### config.mk
export PLATFORM = sky130hd
export DESIGN_NAME = d_to_sr_encoder_flat
export DESIGN_NICKNAME = d
export VERILOG_FILES = /design/src/rtl/d_to_sr_encoder_if.sv /design/src/rtl/d_to_sr_encoder.sv /design/src/flat_wrapper.sv
export SDC_FILE = /design/constraint.sdc
export NUM_CORES = 1
export LEC_CHECK = 0
export CAP_MARGIN = 20
export CELL_PAD_IN_SITES_DETAIL_PLACEMENT = 1
export CELL_PAD_IN_SITES_GLOBAL_PLACEMENT = 2
export CORE_ASPECT_RATIO = 1.4
export CORE_UTILIZATION = 37
export DETAILED_ROUTE_END_ITERATION = 16
export GPL_ROUTABILITY_DRIVEN = 0
export GPL_TIMING_DRIVEN = 0
export PLACE_DENSITY = 0.89
export RECOVER_POWER = 50
export SETUP_SLACK_MARGIN = 0.02
export SYNTH_ARGS = -nofsm -noshare
export SYNTH_HDL_FRONTEND = slang
export SYNTH_SLANG_ARGS = --single-unit
### constraint.sdc
create_clock -name clk -period 3.7 [get_ports clk]
set_clock_uncertainty 0.15 [all_clocks]
set_input_delay 0.74 -clock clk [delete_from_list [all_inputs] [get_ports clk]]
set_output_delay 0.74 -clock clk [all_outputs]
set_load 0.005 [all_outputs]
### src/rtl/d_to_sr_encoder_if.sv
// rtl/d_to_sr_encoder_if.sv - D-bit input stream, SR command outputs and flop feedback check signals
interface d_to_sr_encoder_if #(
  parameter int CNT_W = 8
);
  logic             d_in;
  logic             d_valid;
  logic             d_ready;
  logic             s;
  logic             r;
  logic             q_exp;
  logic             q_fb;
  logic             mismatch;
  logic [CNT_W-1:0] err_cnt;
  logic             clear_err;

  modport master (
    output d_in, d_valid, q_fb, clear_err,
    input  d_ready, s, r, q_exp, mismatch, err_cnt
  );

  modport slave (
    input  d_in, d_valid, q_fb, clear_err,
    output d_ready, s, r, q_exp, mismatch, err_cnt
  );
endinterface

### src/rtl/d_to_sr_encoder.sv
// rtl/d_to_sr_encoder.sv - encodes a D-bit stream into set/reset pulses and checks the fed-back flop state
module d_to_sr_encoder #(
  parameter int DEPTH   = 4,
  parameter int CNT_W   = 8,
  parameter int CHK_DLY = 1
) (
  input logic              clk,
  input logic              rst_n,
  d_to_sr_encoder_if.slave bus
);
  localparam int AW = $clog2(DEPTH);
  localparam logic [AW:0] FULL     = DEPTH[AW:0];
  localparam logic [AW:0] CNT_ONE  = {{AW{1'b0}}, 1'b1};

  logic [DEPTH-1:0] mem;
  logic [AW-1:0]    wr_ptr;
  logic [AW-1:0]    rd_ptr;
  logic [AW:0]      count;
  logic             push;
  logic             pop;
  logic             b;
  logic             q_exp_next;
  logic             armed_next;
  logic             hit;
  logic             s_q;
  logic             r_q;
  logic             q_exp_q;
  logic             armed;
  logic             mismatch_q;
  logic [CNT_W-1:0] err_cnt_q;
  logic [CHK_DLY:0] dl_q;
  logic [CHK_DLY:0] dl_armed;

  assign bus.d_ready  = (count < FULL);
  assign push         = bus.d_valid && bus.d_ready;
  assign pop          = (count != '0);
  assign b            = mem[rd_ptr];
  assign q_exp_next   = pop ? b : q_exp_q;
  assign armed_next   = armed | pop;
  // Delay line is loaded with the post-pop state, so its last stage lines up with edge k+2+CHK_DLY.
  assign hit          = dl_armed[CHK_DLY] && (bus.q_fb != dl_q[CHK_DLY]);

  assign bus.s        = s_q;
  assign bus.r        = r_q;
  assign bus.q_exp    = q_exp_q;
  assign bus.mismatch = mismatch_q;
  assign bus.err_cnt  = err_cnt_q;

  always_ff @(posedge clk or negedge rst_n) begin
    if (!rst_n) begin
      mem        <= '0;
      wr_ptr     <= '0;
      rd_ptr     <= '0;
      count      <= '0;
      s_q        <= 1'b0;
      r_q        <= 1'b0;
      q_exp_q    <= 1'b0;
      armed      <= 1'b0;
      dl_q       <= '0;
      dl_armed   <= '0;
      mismatch_q <= 1'b0;
      err_cnt_q  <= '0;
    end else begin
      if (push) begin
        mem[wr_ptr] <= bus.d_in;
        wr_ptr      <= wr_ptr + AW'(1);
      end
      if (pop) begin
        rd_ptr <= rd_ptr + AW'(1);
      end
      case ({push, pop})
        2'b10:   count <= count + CNT_ONE;
        2'b01:   count <= count - CNT_ONE;
        default: count <= count;
      endcase

      // s and r are mutually exclusive by construction: each needs q_exp_q at the opposite polarity.
      s_q     <= pop & b & ~q_exp_q;
      r_q     <= pop & ~b & q_exp_q;
      q_exp_q <= q_exp_next;
      armed   <= armed_next;

      dl_q[0]     <= q_exp_next;
      dl_armed[0] <= armed_next;
      for (int i = 1; i <= CHK_DLY; i++) begin
        dl_q[i]     <= dl_q[i-1];
        dl_armed[i] <= dl_armed[i-1];
      end

      mismatch_q <= hit;
      if (bus.clear_err) begin
        err_cnt_q <= '0;
      end else if (hit && (err_cnt_q != {CNT_W{1'b1}})) begin
        err_cnt_q <= err_cnt_q + CNT_W'(1);
      end
    end
  end
endmodule
### src/flat_wrapper.sv
// flat-port wrapper written by rule: the top's interface ports become plain ports
module d_to_sr_encoder_flat 
#(
  parameter int DEPTH   = 4,
  parameter int CNT_W   = 8,
  parameter int CHK_DLY = 1
)
  (clk, rst_n, bus_d_in, bus_d_valid, bus_q_fb, bus_clear_err, bus_d_ready, bus_s, bus_r, bus_q_exp, bus_mismatch, bus_err_cnt);
  d_to_sr_encoder_if #(.CNT_W(CNT_W)) bus_i ();
  input logic clk;
  input logic rst_n;
  input wire logic [$bits(bus_i.d_in)-1:0] bus_d_in;
  input wire logic [$bits(bus_i.d_valid)-1:0] bus_d_valid;
  input wire logic [$bits(bus_i.q_fb)-1:0] bus_q_fb;
  input wire logic [$bits(bus_i.clear_err)-1:0] bus_clear_err;
  output wire logic [$bits(bus_i.d_ready)-1:0] bus_d_ready;
  output wire logic [$bits(bus_i.s)-1:0] bus_s;
  output wire logic [$bits(bus_i.r)-1:0] bus_r;
  output wire logic [$bits(bus_i.q_exp)-1:0] bus_q_exp;
  output wire logic [$bits(bus_i.mismatch)-1:0] bus_mismatch;
  output wire logic [$bits(bus_i.err_cnt)-1:0] bus_err_cnt;
  assign bus_i.d_in = bus_d_in;
  assign bus_i.d_valid = bus_d_valid;
  assign bus_i.q_fb = bus_q_fb;
  assign bus_i.clear_err = bus_clear_err;
  assign bus_d_ready = bus_i.d_ready;
  assign bus_s = bus_i.s;
  assign bus_r = bus_i.r;
  assign bus_q_exp = bus_i.q_exp;
  assign bus_mismatch = bus_i.mismatch;
  assign bus_err_cnt = bus_i.err_cnt;
  d_to_sr_encoder #(.DEPTH(DEPTH), .CNT_W(CNT_W), .CHK_DLY(CHK_DLY)) u_core (.clk(clk), .rst_n(rst_n), .bus(bus_i));
endmodule
[Word-level counts from Yosys, hierarchy flattened]
Cells that the tools add are included.
Word-level totals
  bits in read-only memories: 0
  latch bits: 0
  output and inout bits: 13
  input port bits: 6
  bits in writable memories: 0
  bits in registers: 28
  memories: 0
  word-level logic and storage cells: 48
Operators by class
  magnitude comparators: 4
  equal/unequal tests: 4
  multiplexer cells: 9
  shifts and indexed selects: 0
  bitwise operators: 7
  divide/modulo/power cells: 0
  add/subtract/negate cells: 5
  multipliers: 0
  reduce and logical (&&, ||, !) cells: 7
Operators by type and width (count)
  8-bit 2-to-1 mux: 2
  8-bit by 1-bit adder with 8-bit output, second input constant: 1
  8-bit != test, second input constant: 1
  2-bit by 3-bit < comparator with 1-bit output, second input constant: 2
  3-bit case mux with 2 select lines: 1
  2-bit by 1-bit adder with 2-bit output, second input constant: 2
  1-bit AND: 4
  4-bit bitwise mux: 1
  1-bit logical AND: 4
  2-bit nonzero test: 2
  3-bit by 1-bit adder with 3-bit output, second input constant: 1
  3-bit < comparator, second input constant: 1
  1-bit 2-to-1 mux: 3
  3-bit nonzero test: 1
  3-bit by 1-bit subtractor with 3-bit output, second input constant: 1
  1-bit binary-select mux with 2-bit select: 1
  1-bit demux with 2-bit select: 1
  2-bit by 1-bit equality test with 1-bit output, second input constant: 1
  2-bit equality test, second input constant: 1
  2-bit by 1-bit >= comparator with 1-bit output, second input constant: 1
  1-bit NOT: 2
  1-bit != test: 1
  1-bit bitwise OR: 1

[Depth between registers and ports, before layout]
Gate-level depths: netlist of run 1.
  depth in word-level cells: 5
  mapped depth: 9
  gate-level depth less buffers: 8

[Worst setup path before layout of run 1]
Ideal clock, no wire load.
  path kind: input to register
  start point: input port bus_d_valid
  end point: register u_core.count[2]
  slack: 1.483 ns
  library setup time: 0.080 ns
  required time: 3.470 ns
  stages: 9
  path buffers: 1
  data arrival time: 1.987 ns
  cell sequence: nor2b_1 buf_2 inv_1 ha_1 inv_1 fa_1 xor2_1 nor2_1 xnor2_1
On the way
  word-level cells in the longest chain between the ends: 3
Ends and longest elaborated chain
  start: declaration: RTL line flat_wrapper.sv:13  | input wire logic [$bits(bus_i.d_valid)-1:0] bus_d_valid;
  1-bit logical AND (*): RTL line d_to_sr_encoder.sv:35  | assign push = bus.d_valid && bus.d_ready;
  2-bit by 1-bit equality test with 1-bit output / 2-bit equality test (equally long branches): RTL line d_to_sr_encoder.sv:71  | case ({push, pop})
  3-bit case mux with 2 select lines / 2-bit nonzero test (equally long branches)
  end signal: assignment: RTL line d_to_sr_encoder.sv:72  | 2'b10: count <= count + CNT_ONE;
  end signal: assignment: RTL line d_to_sr_encoder.sv:73  | 2'b01: count <= count - CNT_ONE;
  end signal: assignment: RTL line d_to_sr_encoder.sv:74  | default: count <= count;
  end: declaration: RTL line d_to_sr_encoder.sv:18  | logic [AW:0] count;
Mark *: on every way between the ends. The rest lies on a longest branch, timed or not.
A chain may end at the register's enable or synchronous reset.

[Worst setup path in the final report of run 1]
Same ends and word-level chain as after synthesis.

==> results of run 1 <==
## worst register-to-register path, cell delays in order, from the launching register on
cell and delay (ps):
dfrtp_1 420, nor3_1 500, inv_1 190, ha_1 250, inv_1 80, fa_1 430, mux2i_1 160
## layout make-up
type | instances | area [um^2] | share of cell area (%)
clock inverter | 1 | 30.0 | 1.90
buffer | 2 | 8.76 | 0.556
sequential | 26 | 651 | 41.3
inverter | 10 | 37.5 | 2.38
tap | 39 | 48.8 | 3.10
multi-input combinational | 71 | 576 | 36.5
clock buffer | 3 | 41.3 | 2.62
timing repair buffer | 19 | 184 | 11.7
## per-layer routing
| metal | wire, um | GRT usage [%] |
|---|---|---|
| met5 | 0 | 0 |
| met4 | 28 | 5.71 |
| met3 | 92 | 2.76 |
| met2 | 1460 | 31.5 |
| met1 | 1040 | 16.6 |
## per-stage QoR
step / instance area [um^2] / hold WS, ps / instances
after floorplan: 1280 / 196 / 109
after global placement: 1510 / 205 / 166
after detailed placement: 1530 / 219 / 167
after CTS: 1610 / 245 / 171
final: 1580 / 245 / 171
after global routing: 1580 / 261 / 171
## sequential cells by signal, indices dropped and copies added, names as in the netlist
name,cells
u_core.dl_q,2
u_core.wr_ptr,2
u_core.dl_armed,2
u_core.mem,4
u_core.bus.err_cnt,8
u_core.bus.s,1
u_core.bus.r,1
u_core.count,3
u_core.rd_ptr,2
u_core.bus.mismatch,1
## cells in the mapped netlist
| master | instances | share of area [%] |
|---|---|---|
| a211oi_4 | 1 | 1.6 |
| a311oi_1 | 5 | 3.4 |
| a31oi_1 | 3 | 1.5 |
| a41oi_1 | 2 | 1.4 |
| and2_1 | 1 | 0.49 |
| and3_1 | 3 | 1.5 |
| and3_4 | 1 | 0.88 |
| and4_1 | 1 | 0.69 |
| and4_4 | 1 | 0.88 |
| buf_2 | 1 | 0.39 |
| clkbuf_1 | 1 | 0.29 |
| dfrtp_1 | 26 | 51 |
| fa_1 | 1 | 1.6 |
| ha_1 | 6 | 5.9 |
| inv_1 | 10 | 2.9 |
| mux2_1 | 1 | 0.88 |
| mux2_2 | 4 | 3.5 |
| mux2i_1 | 3 | 2.4 |
| mux4_2 | 1 | 1.8 |
| nand2_1 | 10 | 2.9 |
| nand2b_1 | 4 | 2.0 |
| nand3_1 | 1 | 0.39 |
| nand4_1 | 1 | 0.49 |
| nor2_1 | 4 | 1.2 |
| nor2b_1 | 3 | 1.5 |
| nor3_2 | 1 | 0.78 |
| nor3b_1 | 1 | 0.59 |
| nor4_1 | 2 | 0.98 |
| o21ai_0 | 1 | 0.39 |
| o21bai_1 | 1 | 0.59 |
| xnor2_1 | 6 | 4.1 |
| xor2_1 | 2 | 1.4 |
## worst min-delay path by stage
stage | start | endpoint | slack [ps] | cells past startpoint
after detailed placement | u_core.dl_armed[0] | u_core.dl_armed[1] | 220 | 0
final | u_core.dl_armed[0] | u_core.dl_armed[1] | 250 | 0
after CTS | u_core.dl_armed[0] | u_core.dl_armed[1] | 250 | 0
after global placement | u_core.dl_armed[0] | u_core.dl_armed[1] | 210 | 0
after floorplan | u_core.dl_armed[0] | u_core.dl_armed[1] | 200 | 0
after global routing | u_core.dl_armed[0] | u_core.dl_armed[1] | 260 | 0
## cell usage in the layout (no fill, tap or decap), types with 3 or more instances in the layout
master	synthesis	final
ha_1	6	6
mux2_2	4	4
clkbuf_8	0	3
inv_1	10	10
nand2_1	10	10
a311oi_1	5	5
dfrtp_1	26	26
nor2b_1	3	3
mux2i_1	3	3
and3_1	3	3
nand2b_1	4	4
clkdlybuf4s50_1	0	17
a31oi_1	3	3
nor2_1	4	4
xnor2_1	6	6
## power groups by stage
stage	registers, mW	logic (mW)	clock network, mW
2_1_floorplan	0.455	0.303	0
3_3_place_gp	0.465	0.432	0
3_5_place_dp	0.475	0.467	0
4_1_cts	0.469	0.470	0.246
5_1_grt	0.478	0.514	0.256
6_report	0.464	0.455	0.239
## logic make-up (layout without fill, tap and decap cells)
family,count (synthesis),count (layout),share of synthesized area (%)
simple gates,34,34,15.2
flops,26,26,50.9
compound gates,13,13,8.82
buf+inv,12,35,3.62
mux,9,9,8.52
xor+xnor,8,8,5.49
fa+ha+maj,7,7,7.44
==> results.cfg, run 1 <==
[power_and_ir_drop]
p_per_area_nw_per_um2 = 735
irDropWorstVdd_mv = 0.397
internal-power_mw = 0.772
seq_power_share_pct = 40.1
p_leak_nw = 0.682
swShare_pct = 33.4
p_switching_mw = 0.387
combPwrFrac_pct = 39.3
power.share.clock_pct = 20.6
total_power_mw = 1.16

[worst_setup_path]
crit_cells = 10
arrival_ps = 2480
crit_path_end_kind = flip-flop
cpMaxStageDelayCell = clkdlybuf4s50_1
path_delay_family = buffers and inverters
path_class = in2reg
crit_start = bus_d_valid
slowest_delay_ps = 390
cp-start-kind = input port
cp_common_cell = inv_1
path_max_fanout = 8
path_buf_inv = 4
reg2reg_depth = 6
rrSetupSlack_ps = 1450
crit_required_ps = 3760
crit_path_cell_trace = clkdlybuf4s50_1 > nor2b_1 > buf_2 > inv_1 > ha_1 > inv_1 > fa_1 > xor2_1 > nor2_1 > xnor2_1
r2r-start = u_core.count[0]
r2r-end = u_core.count[1]
endpoint = u_core.count[2]

[sta]
slew_headroom_pct = 37.1
rsz0062_at_grt = false
fin_crit_sh_pct = 65.4
period_needed_ps = 2420
maxSlewViolCount = 0
worst_pin_slew_ps = 943
setup_violations = 0
hold_viol_final = 0
max_freq_mhz = 414
final.setup.tns_ps = 0
fin_ws_ps = 1280

[routing]
routedWlPerCell_um = 15.3
dr.pass1.iters = 4
detail-route-antenna-nets = 0
wl_mm = 2.62
drc = 0
vias = 899
drt_iter0_drc = 6
viasPerCell = 5.26

[placed_design]
port_buffers = 18
dp_slack_ps = 979
dp_hpwl_mm = 2.06

[floorplanning]
die_area_um2 = 3690
start_util_pct = 39.8
die_w_um = 51.7
pin_count = 19
die-height_um = 71.5
core-area_um2 = 3210
rows = 24

[logic_synthesis]
syn-instance-count = 109
syn_area_per_cell_um2 = 11.7
synth_fp_nets = 122
synthDistinctLibCells = 32
ys_seq_area_share_pct = 50.9
syn-cell-area_um2 = 1280
synth_warnings = 0
ys_ff_latch = 26

[worst_hold_path]
holdCritPathClass = reg2reg

[clocking]
numCtsBuffers = 3
post_cts_buffers = 0
cts_root_buf = clkbuf_8
cts.repair.resized = 0
clock_sinks = 26
clockBufferDepth = 2
htree_levels = 1
clk_latency_ps = 270
cts_hold_buffers = 0
clk_pin_slew_ps = 100
cts_tree = built

[global_routing]
grt_pass1_vias = 981
grt_max_degree = 18
track_usage_pct = 16.2
antenna_found_initial = 0
grt_pass1_wl_mm = 4.44
grt_overflow_total = 0

[layout]
drive_gt1_share_pct = 9.85
final_nets = 146
fin_util_pct = 49.1
n_fill_cell = 346
antenna_cells = 0
area_growth_pct = 23.4

[flow_run]
cap_viol_max_count = 0

[run_status]
status = finished clean
Note: power is estimated with default switching activity, not from simulation.
==> run 2, diff against run 1 <==
--- a/config.mk
+++ b/config.mk
@@ -9,11 +9,11 @@
 export CELL_PAD_IN_SITES_DETAIL_PLACEMENT = 1
 export CELL_PAD_IN_SITES_GLOBAL_PLACEMENT = 2
 export CORE_ASPECT_RATIO = 1.4
-export CORE_UTILIZATION = 37
+export CORE_UTILIZATION = 31
 export DETAILED_ROUTE_END_ITERATION = 16
 export GPL_ROUTABILITY_DRIVEN = 0
 export GPL_TIMING_DRIVEN = 0
-export PLACE_DENSITY = 0.89
+export PLACE_DENSITY = 0.8
 export RECOVER_POWER = 50
 export SETUP_SLACK_MARGIN = 0.02
 export SYNTH_ARGS = -nofsm -noshare
==> constraint.sdc (replaced) <==
create_clock -name clk -period 2.1 [get_ports clk]
set_clock_uncertainty 0.15 [all_clocks]
set_input_delay 0.42 -clock clk [delete_from_list [all_inputs] [get_ports clk]]
set_output_delay 0.42 -clock clk [all_outputs]
set_load 0.005 [all_outputs]
==> run 2 against run 1 <==
Compared with the run above: sequential share of layout area shrank 0.77 points; combinational power grew 73%; worst hold slack got worse by 14 ps; critical endpoint unchanged; largest cell class unchanged; critical path depth decreased by 1; worst setup slack worse by 1200 ps.
==> results.cfg, run 2 (synthesis results as in run 1) <==
[flow_run]
cap_viol_max_count = 0

[worst_setup_path]
arrival_ps = 2060
crit_path_end_kind = flip-flop
cp_common_cell = inv_1
path_max_fanout = 8
r2r-end = u_core.count[2]
r2r-start = u_core.count[2]
crit_path_cell_trace = clkdlybuf4s50_1 > nor2b_4 > inv_1 > ha_2 > inv_1 > fa_1 > xor2_1 > nor2_1 > xnor2_1
cpMaxStageDelayCell = clkdlybuf4s50_1
crit_start = bus_d_valid
slowest_delay_ps = 400
cp-start-kind = input port
reg2reg_depth = 8
path_class = in2reg
crit_required_ps = 2150
endpoint = u_core.count[2]
rrSetupSlack_ps = 170

[placed_design]
placedCellCount = 171
port_buffers = 18
dp_hpwl_mm = 1.93
dp_slack_ps = -336
dpl_cell_area_um2 = 1540

[routing]
drc = 0
vias = 907
drt_iter0_drc = 11
dr.pass1.iters = 2
routedWlPerCell_um = 14.3
wl_mm = 2.48
wl_met1_mm = 1.01
detail-route-antenna-nets = 0
dr_wl_met2_mm = 1.39
top_layer = met4
wl_met3_um = 65
viasPerCell = 5.21

[clocking]
cts_hold_buffers = 0
clk_latency_ps = 270
cts_root_buf = clkbuf_8
clock_sinks = 26
htree_levels = 1
clk_pin_slew_ps = 90
cts_tree = built
clockBufferDepth = 2
numCtsBuffers = 3

[power_and_ir_drop]
irDropWorstVdd_mv = 0.683
total_power_mw = 2.04
p_per_area_nw_per_um2 = 1270
p_leak_nw = 0.696

[floorplanning]
die_w_um = 56.3
die_area_um2 = 4390
die-height_um = 78.0
pin_count = 19
rows = 27
core-area_um2 = 3950
start_util_pct = 32.3

[global_routing]
track_usage_pct = 13.0
antenna_found_initial = 0
grt_max_degree = 19
grt_overflow_total = 0
grt_pass1_wl_mm = 4.51
grt_pass1_vias = 1009

[layout]
layout_commonest_cell = dfrtp_1
final_nets = 145
area_growth_pct = 25.8
final_cell_mix = 26 x dfrtp_1, 17 x clkdlybuf4s50_1, 10 x inv_1, 10 x nand2_1, 6 x xnor2_1
largest_reg_flops = 8
stdcell_count = 174
fin_area_um2 = 1610
drive_gt1_share_pct = 11.5
antenna_cells = 0
fin_util_pct = 40.6
n_fill_cell = 446

[sta]
fin_ws_ps = 88.6
maxSlewViolCount = 0
final.setup.tns_ps = 0
slew_headroom_pct = 45.7
period_needed_ps = 2010
rsz0062_at_grt = true
max_freq_mhz = 497
hold_slack_ps = 231
hold_viol_final = 0
worst_pin_slew_ps = 814
fin_crit_sh_pct = 95.8
setup_violations = 0

[worst_hold_path]
holdCritPathClass = reg2reg

[run_status]
status = finished clean
## run 2: cell types whose count changed in the layout (fill, tap and decap cells not counted)
| cell | previous run | this run |
|---|---|---|
| nor2b_4 | 0 | 1 |
| nor3_1 | 1 | 0 |
| ha_1 | 6 | 5 |
| dlymetal6s2s_1 | 0 | 1 |
| buf_2 | 1 | 0 |
| nor2b_1 | 3 | 2 |
| clkbuf_1 | 2 | 1 |
| nor3_4 | 0 | 1 |
| ha_2 | 0 | 1 |
## run 2: metal layers
layer | vias to the layer above | global-route usage [%]
met5 | - | 0
met4 | 0 | 4.15
met3 | 4 | 2.00
met2 | 18 | 25.4
met1 | 461 | 14.0
li1 | 424 | -
## run 2: final cells by class
cell class              count  area (um^2)  area share [%]
flip-flops and latches     26          651            40.5
multi-input cells          71          597            37.1
repair buffers             19          193            12.0
well taps                  43         53.8            3.35
clock buffers               3         41.3            2.57
inverters                  10         37.5            2.34
clock inverters             1         30.0            1.87
plain buffers               1         3.75           0.234
## run 2: timing repair
action,in CTS,in global routing
pin swaps,1,1
hold endpoints to repair,0,0
resized for setup,3,1
buffers inserted,0,0
setup endpoints to repair,1,2
## run 2: where the power goes
| group | total (mW) | switching, mW | internal (mW) | leakage, nW |
|---|---|---|---|---|
| combinational | 0.788 | 0.358 | 0.431 | 0.340 |
| sequential | 0.833 | 0.153 | 0.680 | 0.321 |
| clock | 0.417 | 0.162 | 0.255 | 0.0357 |
| total | 2.04 | 0.673 | 1.37 | 0.696 |
## run 2: how the worst min path moves through the flow
stage,startpoint,end,slack [ps],cells past startpoint
after detailed placement,u_core.dl_armed[0],u_core.dl_armed[1],210,0
after CTS,u_core.dl_armed[0],u_core.dl_armed[1],230,0
after floorplan,rst_n,u_core.bus.err_cnt[0],-30,0
after global placement,u_core.dl_armed[0],u_core.dl_armed[1],210,0
after global routing,u_core.dl_armed[0],u_core.dl_armed[1],250,0
final,u_core.dl_armed[0],u_core.dl_armed[1],230,0
## run 2: worst max-delay path, delay by kind of cell
family,cells,cell delay [ps]
xor gates and xnor gates,2,270
and+or+nand+nor,2,260
adders and majority gates,2,560
buffers and inverters,3,540
==> run 3, diff against run 2 <==
--- a/config.mk
+++ b/config.mk
@@ -9,6 +9,7 @@
 export CELL_PAD_IN_SITES_DETAIL_PLACEMENT = 1
 export CELL_PAD_IN_SITES_GLOBAL_PLACEMENT = 2
 export CORE_ASPECT_RATIO = 1.4
+export CORE_MARGIN = 4
 export CORE_UTILIZATION = 31
 export DETAILED_ROUTE_END_ITERATION = 16
 export GPL_ROUTABILITY_DRIVEN = 0
==> run 3 against run 2 <==
Compared with the run above: wire length increased by 6.9%; worst setup slack improved by 17 ps; critical path type unchanged; critical endpoint unchanged; highest routed layer unchanged; cell area unchanged; maximum frequency increased by 0.83%; die area increased by 19%.
==> results.cfg, run 3 (synthesis results as in run 1) <==
[worst_setup_path]
path_class = in2reg
cp-start-kind = input port
r2r-start = u_core.count[2]
crit_start = bus_d_valid
arrival_ps = 2040
r2r-end = u_core.count[2]
crit_path_end_kind = flip-flop
reg2reg_depth = 8
path_max_fanout = 8
crit_required_ps = 2140
rrSetupSlack_ps = 180

[placed_design]
dp_hpwl_mm = 2.11
port_buffers = 18
dp_slack_ps = -329
dpl_cell_area_um2 = 1530

[layout]
largest_reg_flops = 8
layout_commonest_cell = dfrtp_1
fin_area_um2 = 1610
final_nets = 145
antenna_cells = 0
area_growth_pct = 25.8
drive_gt1_share_pct = 11.5
final_cell_mix = 26 x dfrtp_1, 17 x clkdlybuf4s50_1, 10 x inv_1, 10 x nand2_1, 6 x xnor2_1

[floorplanning]
start_util_pct = 32.3
pin_count = 19
die_area_um2 = 5230
die-height_um = 84.0
core-area_um2 = 3950
rows = 27
die_w_um = 62.3

[clocking]
cts_tree = built
clock_sinks = 26
clk_latency_ps = 270
numCtsBuffers = 3
htree_levels = 1
cts_root_buf = clkbuf_8
clockBufferDepth = 2
clk_pin_slew_ps = 100

[global_routing]
busiest_layer = met2
grt_max_degree = 16
met3_usage_pct = 2.16
grt_overflow_total = 0
grt_pass1_vias = 979
antenna_found_initial = 0
met2_usage_pct = 19.6
grt_pass1_wl_mm = 4.55
track_usage_pct = 10.6
use_met1_pct = 12.1

[sta]
maxSlewViolCount = 0
max_freq_mhz = 501
fin_ws_ps = 105
hold_viol_final = 0
setup_violations = 0
worst_pin_slew_ps = 689
slew_headroom_pct = 54.0
rsz0062_at_grt = false
fin_crit_sh_pct = 95.0
period_needed_ps = 1990

[power_and_ir_drop]
p_leak_nw = 0.696
p_per_area_nw_per_um2 = 1280
irDropWorstVdd_mv = 0.587

[routing]
vias = 902
detail-route-antenna-nets = 0
drt_iter0_drc = 36
routedWlPerCell_um = 15.2
drc = 0
wl_mm = 2.65
dr.pass1.iters = 4
viasPerCell = 5.18

[worst_hold_path]
holdPathStages = 0
worstHoldStart = u_core.dl_armed[0]
holdCritPathClass = reg2reg
hold_end = u_core.dl_armed[1]

[flow_run]
cap_viol_max_count = 0

[run_status]
status = finished clean
==> run 3: cell counts in the layout (fill, tap and decap cells not counted) <==
No cell type changed its count.
==> run 3: where the power goes <==
group          internal (mW)  switching [mW]  leakage [nW]
sequential             0.680           0.156         0.321
combinational          0.432           0.364         0.340
clock                  0.255           0.164        0.0357
total                   1.37           0.684         0.696
==> run 3: repair_timing <==
item,4_1_cts,5_1_grt
hold buffers,0,0
setup buffers,0,0
resized for setup,2,2
endpoints found under the setup margin,1,2
pin swaps,1,1
==> run 3: worst max-delay path by stage <==
stage	endpoint	slack (ps)
final	u_core.count[2]	110
after global placement	u_core.count[2]	-290
after global routing	u_core.count[2]	20
after CTS	u_core.count[2]	20
after floorplan	u_core.count[2]	200
after detailed placement	u_core.count[2]	-330
==> run 3: worst max-delay path: stages <==
cell and delay [ps]:
clkdlybuf4s50_1 400, nor2b_4 150, inv_1 70, ha_2 180
inv_1 50, fa_1 370, xor2_1 150, nor2_1 110
xnor2_1 140
==> run 3: area by class of cell <==
| cell class | instances | area, um^2 |
|---|---|---|
| fillers | 436 | 2350 |
| flip-flops and latches | 26 | 651 |
| multi-input cells | 71 | 597 |
| repair buffers | 19 | 193 |
| well taps | 43 | 53.8 |
| clock buffers | 3 | 41.3 |
| inverters | 10 | 37.5 |
| clock inverters | 1 | 30.0 |
| plain buffers | 1 | 3.75 |
==> run 3: layer usage <==
metal	up-vias	wire (um)
met3	2	92
li1	426	-
met4	0	16
met1	454	1090
met5	-	0
met2	20	1450
==> run 3: through the flow <==
stage / setup TNS (ps) / hold slack (ps) / power [mW] / instances / util [%]
after floorplan: 0 / -25.6 / 1.34 / 109 / -
after detailed placement: -563 / 210 / 1.65 / 171 / 38.6
after global placement: -451 / 206 / 1.58 / 170 / 38.2
after global routing: 0 / 247 / 2.21 / 174 / 40.6
after CTS: 0 / 235 / 2.07 / 174 / 40.4
final: 0 / 232 / 2.05 / 174 / 40.6
